### src/rtl/servo_drive_pkg.sv
// Shared types, default constants and helpers for the servo drive controller.
// The optional output slew limiting is enabled by defining SERVO_RAMP_EN.
package servo_drive_pkg;

  typedef enum logic [1:0] {
    ST_IDLE   = 2'd0,
    ST_TURN_L = 2'd1,
    ST_TURN_R = 2'd2,
    ST_STOP   = 2'd3
  } state_e;

  localparam int CENTER_DEF    = 500;
  localparam int STOP_CODE_DEF = 239;
  localparam int L_ON_DEF      = 157;
  localparam int R_ON_DEF      = 137;

  function automatic logic [31:0] abs_err(input logic signed [31:0] e);
    return e[31] ? -e : e;
  endfunction

endpackage

### src/rtl/servo_ramp.sv
// Per-channel slew limiter: value_o walks toward target_i by at most STEP per
// cycle and lands exactly on it. Used only when SERVO_RAMP_EN is defined.
module servo_ramp #(
  parameter int W    = 8,
  parameter int STEP = 4
) (
  input  logic         clk,
  input  logic         rst_n,
  input  logic         clear_i,
  input  logic [W-1:0] target_i,
  output logic [W-1:0] value_o
);

  localparam logic [W:0] STEP_W = (W+1)'(STEP);

  logic [W-1:0] value_q, value_d;
  logic [W:0]   up_gap, down_gap;

  assign up_gap   = {1'b0, target_i} - {1'b0, value_q};
  assign down_gap = {1'b0, value_q} - {1'b0, target_i};

  always_comb begin
    value_d = value_q;
    if (clear_i) begin
      value_d = '0;
    end else if (value_q < target_i) begin
      value_d = (up_gap > STEP_W) ? value_q + STEP_W[W-1:0] : target_i;
    end else if (value_q > target_i) begin
      value_d = (down_gap > STEP_W) ? value_q - STEP_W[W-1:0] : target_i;
    end
  end

  always_ff @(posedge clk or negedge rst_n) begin
    if (!rst_n) value_q <= '0;
    else        value_q <= value_d;
  end

  assign value_o = value_q;

endmodule

### src/rtl/servo_drive_ctrl.sv
// Differential-drive servo controller: PID sample -> forward / timed pivot / stop.
// Define SERVO_RAMP_EN to slew-limit both servo outputs through servo_ramp.
module servo_drive_ctrl
  import servo_drive_pkg::*;
#(
  parameter int PID_W     = 11,
  parameter int SERVO_W   = 8,
  parameter int CNT_W     = 21,
  parameter int CENTER    = CENTER_DEF,
  parameter int DEADBAND  = 4,
  parameter int STOP_CODE = STOP_CODE_DEF,
  parameter int DUR_SHIFT = 0,
  parameter int L_ON      = L_ON_DEF,
  parameter int R_ON      = R_ON_DEF,
  parameter int RAMP_STEP = 4
) (
  input  logic               clk,
  input  logic               rst,
  input  logic               enable,
  input  logic               pid_valid,
  input  logic [PID_W-1:0]   pid_output,
  output logic [SERVO_W-1:0] servo_l,
  output logic [SERVO_W-1:0] servo_r,
  output logic               busy,
  output logic [1:0]         state_o
);

  localparam logic signed [PID_W:0] DB_S     = (PID_W+1)'(DEADBAND);
  localparam logic signed [PID_W:0] CENTER_S = (PID_W+1)'(CENTER);
  localparam logic [63:0]           DUR_MAX  = (64'd1 << CNT_W) - 64'd1;

  state_e             state_q, state_d;
  logic [CNT_W-1:0]   cnt_q, cnt_d;
  logic [CNT_W-1:0]   dur_q, dur_d;
  logic               busy_q;
  logic signed [PID_W:0] err;
  logic [63:0]        dur_wide;
  logic [CNT_W-1:0]   dur_calc;
  logic               is_stop;
  logic [SERVO_W-1:0] tgt_l, tgt_r;

  assign err     = $signed({1'b0, pid_output}) - CENTER_S;
  assign is_stop = (pid_output == PID_W'(STOP_CODE));

  // Turn length saturates at the counter range and is never zero.
  always_comb begin
    dur_wide = {32'd0, abs_err(32'(err))} << DUR_SHIFT;
    if (dur_wide > DUR_MAX)    dur_calc = '1;
    else if (dur_wide == '0)   dur_calc = CNT_W'(1);
    else                       dur_calc = dur_wide[CNT_W-1:0];
  end

  always_comb begin
    state_d = state_q;
    cnt_d   = cnt_q;
    dur_d   = dur_q;
    if (!enable) begin
      state_d = ST_IDLE;
      cnt_d   = '0;
    end else begin
      case (state_q)
        ST_IDLE: begin
          if (pid_valid) begin
            if (is_stop) begin
              state_d = ST_STOP;
            end else if (err > DB_S) begin
              state_d = ST_TURN_L;
              cnt_d   = '0;
              dur_d   = dur_calc;
            end else if (err < -DB_S) begin
              state_d = ST_TURN_R;
              cnt_d   = '0;
              dur_d   = dur_calc;
            end
          end
        end
        ST_TURN_L, ST_TURN_R: begin
          if (pid_valid && is_stop) begin
            state_d = ST_STOP;
          end else if (cnt_q == dur_q - CNT_W'(1)) begin
            state_d = ST_IDLE;
            cnt_d   = '0;
          end else begin
            cnt_d = cnt_q + CNT_W'(1);
          end
        end
        default: begin
          if (pid_valid && !is_stop) state_d = ST_IDLE;
        end
      endcase
    end
  end

  // Targets follow the next state so outputs change on the same edge as state.
  always_comb begin
    tgt_l = '0;
    tgt_r = '0;
    if (enable) begin
      case (state_d)
        ST_IDLE:   begin tgt_l = SERVO_W'(L_ON); tgt_r = SERVO_W'(R_ON); end
        ST_TURN_L: begin tgt_r = SERVO_W'(R_ON); end
        ST_TURN_R: begin tgt_l = SERVO_W'(L_ON); end
        default:   ;
      endcase
    end
  end

  always_ff @(posedge clk or negedge rst) begin
    if (!rst) begin
      state_q <= ST_IDLE;
      cnt_q   <= '0;
      dur_q   <= CNT_W'(1);
      busy_q  <= 1'b0;
    end else begin
      state_q <= state_d;
      cnt_q   <= cnt_d;
      dur_q   <= dur_d;
      busy_q  <= (state_d == ST_TURN_L) || (state_d == ST_TURN_R);
    end
  end

`ifdef SERVO_RAMP_EN
  servo_ramp #(.W(SERVO_W), .STEP(RAMP_STEP)) u_ramp_l (
    .clk      (clk),
    .rst_n    (rst),
    .clear_i  (!enable),
    .target_i (tgt_l),
    .value_o  (servo_l)
  );

  servo_ramp #(.W(SERVO_W), .STEP(RAMP_STEP)) u_ramp_r (
    .clk      (clk),
    .rst_n    (rst),
    .clear_i  (!enable),
    .target_i (tgt_r),
    .value_o  (servo_r)
  );
`else
  logic [SERVO_W-1:0] servo_l_q, servo_r_q;
  logic [31:0]        unused_ramp_step;

  assign unused_ramp_step = 32'(RAMP_STEP);

  always_ff @(posedge clk or negedge rst) begin
    if (!rst) begin
      servo_l_q <= '0;
      servo_r_q <= '0;
    end else begin
      servo_l_q <= tgt_l;
      servo_r_q <= tgt_r;
    end
  end

  assign servo_l = servo_l_q;
  assign servo_r = servo_r_q;
`endif

  assign busy    = busy_q;
  assign state_o = state_q;

endmodule

### config.mk
export PLATFORM = sky130hd
export DESIGN_NAME = servo_drive_ctrl
export DESIGN_NICKNAME = d
export VERILOG_FILES = /design/src/rtl/servo_drive_pkg.sv /design/src/rtl/servo_ramp.sv /design/src/rtl/servo_drive_ctrl.sv
export SDC_FILE = /design/constraint.sdc
export NUM_CORES = 1
export LEC_CHECK = 0
export CAP_MARGIN = 20
export CELL_PAD_IN_SITES_DETAIL_PLACEMENT = 1
export CELL_PAD_IN_SITES_GLOBAL_PLACEMENT = 1
export CORE_ASPECT_RATIO = 1.2
export CORE_MARGIN = 2
export CORE_UTILIZATION = 45
export DETAILED_ROUTE_END_ITERATION = 8
export MAX_ROUTING_LAYER = met4
export PLACE_DENSITY_LB_ADDON = 0.1
export SYNTH_ARGS = -nofsm -noshare
export SYNTH_HDL_FRONTEND = slang
export SYNTH_SLANG_ARGS = --single-unit
### constraint.sdc
create_clock -name clk -period 4.3 [get_ports clk]
set_input_delay 1.29 -clock clk [delete_from_list [all_inputs] [get_ports clk]]
set_output_delay 1.29 -clock clk [all_outputs]
set_load 0.02 [all_outputs]
== After elaboration in Yosys (flattened, before gate mapping) ==
Cells that the tools add are included.

* Bits in registers: 61
* Output and inout port bits: 19
* Input port bits: 15
* Logic and storage cells: 64

* Bitwise logic cells: 1
* Add/sub/neg operators: 4
* Reductions and logical operators: 13
* Mux-type cells: 26
* Magnitude comparators: 3
* Equality and inequality tests: 11

{| class="wikitable"
|+ Operators with widths
! cell !! number
|-
| 21-bit two-way mux || 11
|-
| 64-bit logical NOT || 1
|-
| 21-bit one-hot mux with 2 select lines || 1
|-
| 32-bit by 21-bit > comparator with 1-bit output, second input constant || 1
|-
| 32-bit two-way mux || 1
|-
| 8-bit two-way mux || 4
|-
| 12-bit negation with 32-bit output || 1
|-
| 21-bit by 1-bit adder with 21-bit output, second input constant || 1
|-
| 21-bit equality test || 1
|-
| 21-bit by 1-bit subtractor with 21-bit output, second input constant || 1
|-
| 2-bit two-way mux || 8
|-
| 12-bit by 4-bit > comparator with 1-bit output, second input constant || 1
|-
| 12-bit by 3-bit less-than comparator with 1-bit output, second input constant || 1
|-
| 11-bit by 9-bit subtractor with 12-bit output, second input constant || 1
|-
| 11-bit by 8-bit equality test with 1-bit output, second input constant || 1
|-
| 5-bit AND reduction || 2
|-
| 3-bit inequality test, second input constant || 3
|-
| 2-bit OR reduction || 3
|-
| 2-bit by 1-bit equality test with 1-bit output, second input constant || 2
|-
| 2-bit equality test, second input constant || 2
|-
| 2-bit logical NOT || 2
|-
| 4-bit inequality test, second input constant || 1
|-
| 2-bit one-hot mux with 2 select lines || 1
|-
| 3-bit by 1-bit inequality test with 1-bit output, second input constant || 1
|-
| other kinds (5) || 6
|}

== Longest topological paths before layout ==
Gate-level depths: netlist (run 1).

* Depth after elaboration: 12
* Depth in mapped cells: 13
* Gate-level depth less buffers: 12

== Worst setup path after synthesis (run 1) ==
Ideal clock, no wire load.

* Kind: in2reg
* From: input port pid_output[2]
* To: register servo_r_q[3] (netlist: servo_r[3])
* Required time: 4.181 ns
* Setup slack: 0.313 ns
* Setup time: 0.119 ns
* Data arrival time: 3.868 ns
* Cell stages on the path: 12
* Buffers on the path: 1
* Cell sequence: inv_1 -> ha_1 -> and3b_1 -> clkbuf_1 -> a21oi_1 -> xnor2_1 -> or4b_1 -> a41o_1 -> a21boi_0 -> o21ai_0 -> ha_1 -> o21a_1

* Longest elaborated chain between the ends: 12
* Elaborated cells between the ends (all ways): 20
* Those cells by class: add/sub (1); order compare (2); eq/ne (2); mux (10); reduce/logical (5)

{| class="wikitable"
|+ RTL lines
! item !! RTL line !! source
|-
| start, declared || servo_drive_ctrl.sv:21 || <nowiki>input logic [PID_W-1:0] pid_output,</nowiki>
|-
| 11-bit by 9-bit subtractor with 12-bit output || servo_drive_ctrl.sv:42 || <nowiki>assign err = $signed({1'b0, pid_output}) - CENTER_S;</nowiki>
|-
| 12-bit by 3-bit less-than comparator with 1-bit output || servo_drive_ctrl.sv:70 || <nowiki>end else if (err < -DB_S) begin</nowiki>
|-
| 2-bit two-way mux || servo_drive_ctrl.sv:70 ||
|-
| 2-bit two-way mux || servo_drive_ctrl.sv:66 || <nowiki>end else if (err > DB_S) begin</nowiki>
|-
| 2-bit two-way mux || servo_drive_ctrl.sv:64 || <nowiki>if (is_stop) begin</nowiki>
|-
| 2-bit two-way mux || servo_drive_ctrl.sv:63 || <nowiki>if (pid_valid) begin</nowiki>
|-
| 2-bit one-hot mux with 2 select lines (*) || servo_drive_ctrl.sv:61 || <nowiki>case (state_q)</nowiki>
|-
| 2-bit two-way mux (*) || servo_drive_ctrl.sv:57 || <nowiki>if (!enable) begin</nowiki>
|-
| 2-bit by 1-bit equality test with 1-bit output / 2-bit logical NOT (equally long branches) || servo_drive_ctrl.sv:99 || <nowiki>case (state_d)</nowiki>
|-
| 2-bit OR reduction (no line) (*) || - ||
|-
| 8-bit two-way mux (*) || servo_drive_ctrl.sv:99 ||
|-
| 8-bit two-way mux (*) || servo_drive_ctrl.sv:98 || <nowiki>if (enable) begin</nowiki>
|-
| end signal, assigned || servo_drive_ctrl.sv:150 || <nowiki>servo_r_q <= tgt_r;</nowiki>
|-
| end, declared || servo_drive_ctrl.sv:139 || <nowiki>logic [SERVO_W-1:0] servo_l_q, servo_r_q;</nowiki>
|}

Mark *: on every way between the ends. The rest lies on a longest branch, timed or not.
A chain may end at the register's enable or synchronous reset.

== Final worst setup path (run 1) ==
Ends and elaborated chain as after synthesis.

==> qor.yml, run 1 <==
run_status:
  outcome: "finished, final reports clean"
clock_tree:
  htree_levels: 2
  postCtsSetupBuffers: 0
  cts_resized: 0
  clock-sinks: 47
  root_buffer: "clkbuf_8"
  cts_hold_buf: 0
  clk_latency_ps: 310
  cts_tree: "yes"
  clkTransAtPathRegs_ps: 100
  clockBufferDepth: 2
  cts-buffers-inserted: 5
sta:
  finalCritPeriodShare_pct: 94.9
  setup_viol: 0
  fin_hold_ws_ps: 526
  finClkSkew_ps: 14.2
  relSlewSlack_pct: 61.7
  hold_violations: 0
  clock.fmax_ghz: 0.245
  slew_violations: 0
  worst_pin_slew_ps: 573
  finalCriticalPeriod_ps: 4080
  rsz0062_at_grt: "no"
global_route:
  grt_pass1_wl_microns: 16300
  grt_pass1_vias: 3370
  antenna_found_initial: 0
  use_met2_pct: 40.5
  grt_usage_pct: 22.9
  grt_util_met3_pct: 2.31
  overflow: 0
  met1_usage_pct: 27.0
  grt_max_degree: 48
  busiest_layer: "met2"
synthesis:
  avgSynthCellArea_sq_um: 8.59
  ys_async_sr_fraction_pct: 100
  synth_top_cell_area_share_pct: 31.0
  yosysSeqAreaShare_pct: 31.7
  yosysTopAreaCell: "dfrtp_1"
  ys_types: 66
  synth_warnings: 0
  syn_area_sq_um: 3720
  synth_seq_cells: 47
  syn_inst: 433
  synth_area_leaders: "dfrtp_1 (31%), xnor2_1 (8.0%), xor2_1 (6.1%)"
  ys.flop_type: "dfrtp_1"
  synth-edff-count: 0
cells_and_area:
  fillers: 981
  drive_gt1_share_pct: 10.1
  final_cell_mix: "dfrtp_1 (46), nor2_1 (42), nand2_1 (38)"
  final_core_util_pct: 52.4
  instances_no_fill: 560
  antennaDiodeCount: 0
  fin_area_sq_um: 4220
  final_common_cell: "dfrtp_1"
  syn2layout_area_growth_pct: 13.6
  nets: 492
power_and_ir_drop:
  leakage_nw: 1.77
  power_density_nw_per_um2: 263
  max-vdd-ir-drop_mv: 0.126
setup_path:
  cp-end-kind: "register"
  cp_max_fo: 4
  startpoint_type: "input port"
  cp.arrival_ps: 4290
  critical_path_required_ps: 4510
  critPathKind: "in -> reg"
detailed_routing:
  drt_wl_total_microns: 9540
  antenna_left: 0
  wire_per_inst_microns: 17.0
  firstDrtPassIters: 4
  drcViolationCount: 0
  vias: 3231
  drtIter0Drc: 107
  via_per_inst: 5.77
die:
  start_util_pct: 46.1
  ios: 34
  dieArea_sq_um: 9010
  design.core.area_sq_um: 8060
  row_count: 36
  die_w_microns: 87.0
  dieHeight_microns: 104
placed_design:
  place_area_sq_um: 4110
  place_hpwl_microns: 7430
  placedCellCount: 551
  portBuffers: 25
  gp_congestion: 0.889
job:
  maxCapViolations: 0
hold_path:
  hp-class: "reg -> reg"
## routing by layer
metal / share of wire (%) / vias to the layer above / wire length, microns
met5: 0 / - / 0
met4: 2.2 / 0 / 208
met3: 1.9 / 18 / 186
met2: 54 / 45 / 5170
met1: 42 / 1602 / 3970
li1: - / 1566 / -
## synthesized netlist by cell type, drive strengths merged (6+ instances only)
master  count
a21oi      10
nand4      11
and3        7
and2       15
ha         13
nor3       20
nand2      38
nand3      14
clkbuf     11
xor2       26
xnor2      34
inv        13
dfrtp      46
o21ai      23
buf        20
nor2       43
nor3b       6
nor4        9
## through the flow
step                      total power, mW  setup TNS (ps)  worst slack (ps)
final                                1.11               0               220
after global routing                 1.18               0              75.6
after CTS                            1.12               0               211
after detailed placement            0.850            -167              -115
after global placement              0.835               0              18.1
after floorplan                     0.744               0               313
## final cells by class
cell class | count | area (sq um) | share of cell area (%)
clock buffer | 5 | 68.8 | 1.63
clock inverter | 3 | 20.0 | 0.474
inverter | 13 | 48.8 | 1.16
multi-input combinational | 349 | 2320 | 55.0
sequential | 47 | 1180 | 27.9
tap | 95 | 119 | 2.81
timing repair buffer | 48 | 468 | 11.1
## path summary, 6_finish.rpt
check,from,end,slack (ps),depth (start not counted)
worst min register to register,dur_q[20]$_DFFE_PN0P_,dur_q[20]$_DFFE_PN0P_,530,1
max in group asynchronous,rst,cnt_q[7]$_DFFE_PN0P_,2840,2
worst max register to register,dur_q[0]$_DFFE_PN1P_,busy$_DFF_PN0_,510,11
worst min-delay path,dur_q[20]$_DFFE_PN0P_,dur_q[20]$_DFFE_PN0P_,530,1
worst max-delay path,pid_output[2],servo_r[3]$_DFF_PN0_,220,13
min in group asynchronous,rst,cnt_q[2]$_DFFE_PN0P_,950,1
## flip-flops by register name, summed over array words and instances (netlist names)
signal	count
cnt_q	21
dur_q	21
state_o	2
busy	1
servo_l	1
servo_r	1
## cells by family after synthesis
group                      share of synthesized area, %
muxes                                              1.68
AOI/OAI and AO/OA                                  13.2
and+or+nand+nor                                    28.3
adders and majority gates                          4.37
DFF                                                31.7
other                                             0.101
xor gates and xnor gates                           14.1
buffers and inverters                              6.63
## critical path: stages
cell and delay [ps]:
clkdlybuf4s50_1 480, inv_1 70, ha_1 240, buf_4 150
xnor2_1 110, nor3b_1 230, a211oi_1 120, or4b_1 520
a41o_1 260, a21boi_0 240, o21ai_0 190, ha_1 210
o21a_1 170
## where the power goes
| group | internal [mW] | switching [mW] | leakage, nW |
|---|---|---|---|
| Sequential | 0.469 | 0.0445 | 0.633 |
| Combinational | 0.147 | 0.181 | 1.10 |
| Clock | 0.113 | 0.158 | 0.0402 |
| Total | 0.729 | 0.384 | 1.77 |
No activity file was read; power rests on OpenSTA's default activity.
==> inputs of run 2 (changes only) <==
Clock period 4.3 ns to 4.4 ns, I/O delays scaled along.
==> run 2 against run 1 <==
Global-route usage is 0.34 points higher. Clock skew fell by 0.56 ps. Setup slack better by 87 ps. Via count fell by 0.96%. Sequential power down 2%. Sequential cell count stayed put. Combinational power down 5%. Register-to-register slack better by 230 ps. Clock power up 8.1%. Total power is 0.59% lower. Critical path type unchanged.
==> qor.yml, run 2 (synthesis results as in run 1) <==
power_and_ir_drop:
  max-vdd-ir-drop_mv: 0.128  # was 0.126 mV
  power_density_nw_per_um2: 264  # was 263 nW/um^2
  leakage_nw: 1.76  # was 1.77 nW
detailed_routing:
  drcViolationCount: 0  # unchanged
  drtIter0Drc: 77  # was 107
  drt_wl_total_microns: 9480  # was 9540 microns
  wire_per_inst_microns: 17.0  # about the same
  vias: 3200  # was 3231
  antenna_left: 0  # unchanged
  firstDrtPassIters: 5  # was 4
  via_per_inst: 5.75  # was 5.77
die:
  design.core.area_sq_um: 8060  # unchanged
  start_util_pct: 46.1  # unchanged
  dieArea_sq_um: 9010  # unchanged
  die_w_microns: 87.0  # unchanged
  ios: 34  # unchanged
  dieHeight_microns: 104  # unchanged
  row_count: 36  # unchanged
global_route:
  grt_max_degree: 31  # was 48
  antenna_found_initial: 0  # unchanged
  overflow: 0  # unchanged
  grt_pass1_vias: 3358  # was 3370
  grt_pass1_wl_microns: 16400  # was 16300 microns
  grt_usage_pct: 23.3  # was 22.9%
clock_tree:
  cts-buffers-inserted: 5  # unchanged
  clockBufferDepth: 2  # unchanged
  cts_resized: 0  # unchanged
  postCtsSetupBuffers: 0  # unchanged
  cts_hold_buf: 0  # unchanged
  htree_levels: 2  # unchanged
  clock-sinks: 47  # unchanged
  clkTransAtPathRegs_ps: 90  # was 100 ps
  root_buffer: "clkbuf_8"  # unchanged
  cts_tree: "yes"  # unchanged
  clk_latency_ps: 310  # about the same
setup_path:
  cp-end-kind: "register"  # unchanged
  startpoint_type: "input port"  # unchanged
  critical_path_required_ps: 4610  # was 4510 ps
  cp_slowest_cell: "or4b_1"  # unchanged
  cp_max_fo: 5  # was 4
  crit_path_max_incr_delay_ps: 500  # was 520 ps
  crit_chain: "clkdlybuf4s50_1 > inv_1 > ha_1 > and3b_1 > a21oi_1 > xnor2_1 > or4b_1 > a41o_1 > a21boi_0 > o21ai_0 > ha_1 > o21a_1"  # was clkdlybuf4s50_1 > inv_1 > ha_1 > buf_4 > xnor2_1 > nor3b_1 > a211oi_1 > or4b_1 > a41o_1 > a21boi_0 > o21ai_0 > ha_1 > o21a_1
  rrSetupSlack_ps: 740  # was 510 ps
  cpMostUsedCell: "ha_1"  # unchanged
  worstReg2RegEnd: "servo_r[3]$_DFF_PN0_"  # was busy$_DFF_PN0_
  r2r-start: "dur_q[0]$_DFFE_PN1P_"  # unchanged
  critPathKind: "in -> reg"  # unchanged
  cp.arrival_ps: 4310  # was 4290 ps
  reg2regPathDepth: 11  # unchanged
hold_path:
  hp-class: "reg -> reg"  # unchanged
  hold-path-cell-count: 1  # unchanged
  hold_path_end: "dur_q[20]$_DFFE_PN0P_"  # unchanged
  holdCritStartpoint: "dur_q[20]$_DFFE_PN0P_"  # unchanged
cells_and_area:
  drive_gt1_share_pct: 9.52  # was 10.1%
  antennaDiodeCount: 0  # unchanged
  instances_no_fill: 557  # was 560
  fin_area_sq_um: 4190  # was 4220 sq um
  final_core_util_pct: 52.0  # was 52.4%
  final_common_cell: "dfrtp_1"  # unchanged
  syn2layout_area_growth_pct: 12.7  # was 13.6%
  final_cell_mix: "dfrtp_1 (46), nor2_1 (42), nand2_1 (38)"  # unchanged
  nets: 489  # was 492
placed_design:
  place_area_sq_um: 4090  # was 4110 sq um
  place_hpwl_microns: 7420  # was 7430 microns
  dp_slack_ps: -24.0  # was -115 ps
  placedCellCount: 549  # was 551
  portBuffers: 25  # unchanged
  gp_congestion: 0.880  # was 0.889
sta:
  finClkSkew_ps: 13.6  # was 14.2 ps
  finalWorstSetupSlack_ps: 307  # was 220 ps
  finalCriticalPeriod_ps: 4090
  setup_viol: 0  # unchanged
  worst_pin_slew_ps: 597  # was 573 ps
  finalCritPeriodShare_pct: 93.0
  fin_hold_ws_ps: 513  # was 526 ps
  hold_violations: 0  # unchanged
  slew_violations: 0  # unchanged
  relSlewSlack_pct: 60.2  # was 61.7%
  clock.fmax_ghz: 0.244
  rsz0062_at_grt: "no"  # unchanged
job:
  maxCapViolations: 0  # unchanged
run_status:
  outcome: "finished, final reports clean"  # unchanged
[run 2: layout make-up]
class / instances / area [sq um]
Tap cell: 95 / 119
Clock buffer: 7 / 96.3
Inverter: 13 / 48.8
Timing Repair Buffer: 45 / 420
Fill cell: 975 / 3870
Multi-Input combinational cell: 349 / 2320
Sequential cell: 47 / 1180
Clock inverter: 1 / 7.51
[run 2: worst max-delay path: cells and delay by family]
family / cells / cell delay, ps
buffers and inverters: 2 / 540
XOR/XNOR: 1 / 190
adder cells (fa/ha/maj): 2 / 470
AO/OA/AOI/OAI: 5 / 970
AND/OR/NAND/NOR: 2 / 820
[run 2: worst max-delay path by stage]
stage	from	to	slack, ps	cells after the start
2_1_floorplan	pid_output[2]	servo_r[3]$_DFF_PN0_	380	12
3_3_place_gp	pid_output[2]	servo_r[3]$_DFF_PN0_	90	12
3_5_place_dp	pid_output[2]	servo_r[3]$_DFF_PN0_	-20	12
4_1_cts	pid_output[2]	servo_r[3]$_DFF_PN0_	310	12
5_1_grt	pid_output[2]	servo_r[3]$_DFF_PN0_	160	12
6_report	pid_output[2]	servo_r[3]$_DFF_PN0_	310	12
[run 2: power by group]
group	internal (mW)	switching, mW
sequential	0.458	0.0433
clock	0.143	0.151
combinational	0.138	0.173
[run 2: per-layer routing]
metal / part of all wire (%) / vias up / track usage (%) / wire length [microns]
li1: - / 1565 / - / -
met1: 42 / 1565 / 26.9 / 3940
met2: 53 / 52 / 40.7 / 5060
met3: 2.6 / 18 / 3.67 / 249
met4: 2.4 / 0 / 7.14 / 228
met5: 0 / - / - / 0
[run 2: per-stage QoR]
stage          power [mW]  setup TNS [ps]
2_1_floorplan       0.727               0
3_3_place_gp        0.812               0
3_5_place_dp        0.824           -24.0
4_1_cts              1.12               0
5_1_grt              1.17               0
6_report             1.11               0
==> inputs of run 3 (changes only) <==
Clock period 4.4 ns to 4.2 ns, I/O delays scaled along.
==> run 3 against run 2 <==
Final cell count rose by 1.3%. Sequential cell count is the same. Highest routed layer unchanged. Core utilization rose by 0.96 points. Critical path depth unchanged. Critical path type unchanged. Largest cell class unchanged.
==> qor.yml, run 3 (synthesis results as in run 1) <==
run_status:
  outcome: "finished, final reports clean"  # unchanged
power_and_ir_drop:
  seqPwrFrac_pct: 43.4  # was 45.3%
  power_frac_clock_pct: 29.2  # was 26.6%
  internal-power_mw: 0.811  # was 0.739 mW
  power_density_nw_per_um2: 284  # was 264 nW/um^2
  max-vdd-ir-drop_mv: 0.126  # was 0.128 mV
  power_switching_mw: 0.401  # was 0.366 mW
  power_frac_comb_pct: 27.4  # was 28.1%
  swShare_pct: 33.1  # about the same
  leakage_nw: 1.80  # was 1.76 nW
setup_path:
  critPathKind: "in -> reg"  # unchanged
  crit_start: "pid_output[3]"  # was pid_output[2]
  startpoint_type: "input port"  # unchanged
  cp_max_fo: 5  # unchanged
  cp.arrival_ps: 4150  # was 4310 ps
  cp-end-kind: "register"  # unchanged
  critical_path_required_ps: 4420  # was 4610 ps
  r2r-start: "dur_q[0]$_DFFE_PN1P_"  # unchanged
placed_design:
  dp_slack_ps: -95.6  # was -24.0 ps
  portBuffers: 25  # unchanged
  gp_congestion: 0.921  # was 0.880
  place_hpwl_microns: 7450  # was 7420 microns
die:
  start_util_pct: 46.1  # unchanged
  row_count: 36  # unchanged
  die_w_microns: 87.0  # unchanged
  ios: 34  # unchanged
  dieHeight_microns: 104  # unchanged
  design.core.area_sq_um: 8060  # unchanged
  dieArea_sq_um: 9010  # unchanged
sta:
  hold_violations: 0  # unchanged
  tns_ps: 0  # unchanged
  setup_viol: 0  # unchanged
  slew_violations: 0  # unchanged
  worst_pin_slew_ps: 508  # was 597 ps
  finalCriticalPeriod_ps: 3930
  finClkSkew_ps: 16.3  # was 13.6 ps
  rsz0062_at_grt: "no"  # unchanged
  clock.fmax_ghz: 0.254
  relSlewSlack_pct: 65.2  # was 60.2%
  finalWorstSetupSlack_ps: 268  # was 307 ps
  finalCritPeriodShare_pct: 93.6
global_route:
  grt_max_degree: 48  # was 31
  grt_pass1_vias: 3410  # was 3358
  grt_usage_pct: 23.1  # was 23.3%
  overflow: 0  # unchanged
  antenna_found_initial: 0  # unchanged
  grt_pass1_wl_microns: 16300  # was 16400 microns
cells_and_area:
  nets: 496  # was 489
  final_cell_mix: "dfrtp_1 (46), nor2_1 (42), nand2_1 (38)"  # unchanged
  syn2layout_area_growth_pct: 14.8  # was 12.7%
  final_common_cell: "dfrtp_1"  # unchanged
  antennaDiodeCount: 0  # unchanged
  drive_gt1_share_pct: 10.9  # was 9.52%
detailed_routing:
  via_per_inst: 5.67  # was 5.75
  drt_wl_total_microns: 9580  # was 9480 microns
  drtIter0Drc: 102  # was 77
  drcViolationCount: 0  # unchanged
  antenna_left: 0  # unchanged
  wire_per_inst_microns: 17.0  # about the same
  firstDrtPassIters: 4  # was 5
  vias: 3198  # was 3200
clock_tree:
  htree_levels: 2  # unchanged
  cts_resized: 0  # unchanged
  clockBufferDepth: 2  # unchanged
  cts_tree: "yes"  # unchanged
  postCtsSetupBuffers: 0  # unchanged
  clk_latency_ps: 310  # about the same
  clkTransAtPathRegs_ps: 100  # was 90 ps
  cts-buffers-inserted: 5  # unchanged
  root_buffer: "clkbuf_8"  # unchanged
  cts_hold_buf: 0  # unchanged
  clock-sinks: 47  # unchanged
hold_path:
  holdCritStartpoint: "dur_q[20]$_DFFE_PN0P_"  # unchanged
  hp-class: "reg -> reg"  # unchanged
job:
  maxCapViolations: 0  # unchanged
-- run 3: cell types whose count changed in the layout (fill, tap and decap cells not counted), sizes merged --
cell,before,now
buf,21,28
clkbuf,7,5
bufinv,0,1
clkinv,0,1
clkinvlp,1,0
inv,13,14
-- run 3: power by group through the flow --
stage | Combinational, mW | Sequential [mW] | Clock, mW
global placement | 0.322 | 0.532 | 0
finish | 0.332 | 0.525 | 0.354
CTS | 0.333 | 0.526 | 0.363
detailed placement | 0.330 | 0.535 | 0
floorplan | 0.237 | 0.525 | 0
global route | 0.371 | 0.531 | 0.381
-- run 3: per-layer routing --
metal,vias up,wire length (microns),track usage [%],share of wire (%)
met1,1575,3910,25.5,41
met5,-,0,-,0
li1,1578,-,-,-
met2,33,5340,42.9,56
met3,12,172,2.63,1.8
met4,0,157,5.80,1.6
-- run 3: critical path: stages --
cell and delay, ps:
clkdlybuf4s50_1 490, inv_1 70, ha_1 250, and3b_1 280, a21oi_1 100, xnor2_1 180
or4b_1 510, a41o_1 260, a21boi_0 210, o21ai_0 160, ha_1 200, o21a_1 170
-- run 3: area by class of cell --
class | count | area [sq um]
Clock buffer | 5 | 68.8
Clock inverter | 3 | 47.5
Fill cell | 972 | 3790
Inverter | 13 | 48.8
Multi-Input combinational cell | 349 | 2320
Sequential cell | 47 | 1180
Tap cell | 95 | 119
Timing Repair Buffer | 52 | 485
-- run 3: worst paths after layout --
check | end | slack [ps] | cells past startpoint
hold / removal | dur_q[20]$_DFFE_PN0P_ | 540 | 1
setup reg to reg | servo_r[3]$_DFF_PN0_ | 400 | 11
max in group asynchronous | cnt_q[0]$_DFFE_PN0P_ | 2840 | 2
min in group asynchronous | dur_q[9]$_DFFE_PN0P_ | 860 | 1
hold reg to reg | dur_q[20]$_DFFE_PN0P_ | 540 | 1
setup / recovery | servo_r[3]$_DFF_PN0_ | 270 | 12
-- run 3: metrics by stage --
step | cell area [sq um] | util [%] | power [mW] | hold slack [ps] | instances
finish | 4270 | 52.9 | 1.21 | 536 | 564
global route | 4270 | 52.9 | 1.28 | 556 | 564
CTS | 4250 | 52.7 | 1.22 | 543 | 563
detailed placement | 4130 | 51.2 | 0.865 | 516 | 555
global placement | 4130 | 51.2 | 0.854 | 489 | 555
floorplan | 3740 | - | 0.761 | 474 | 440
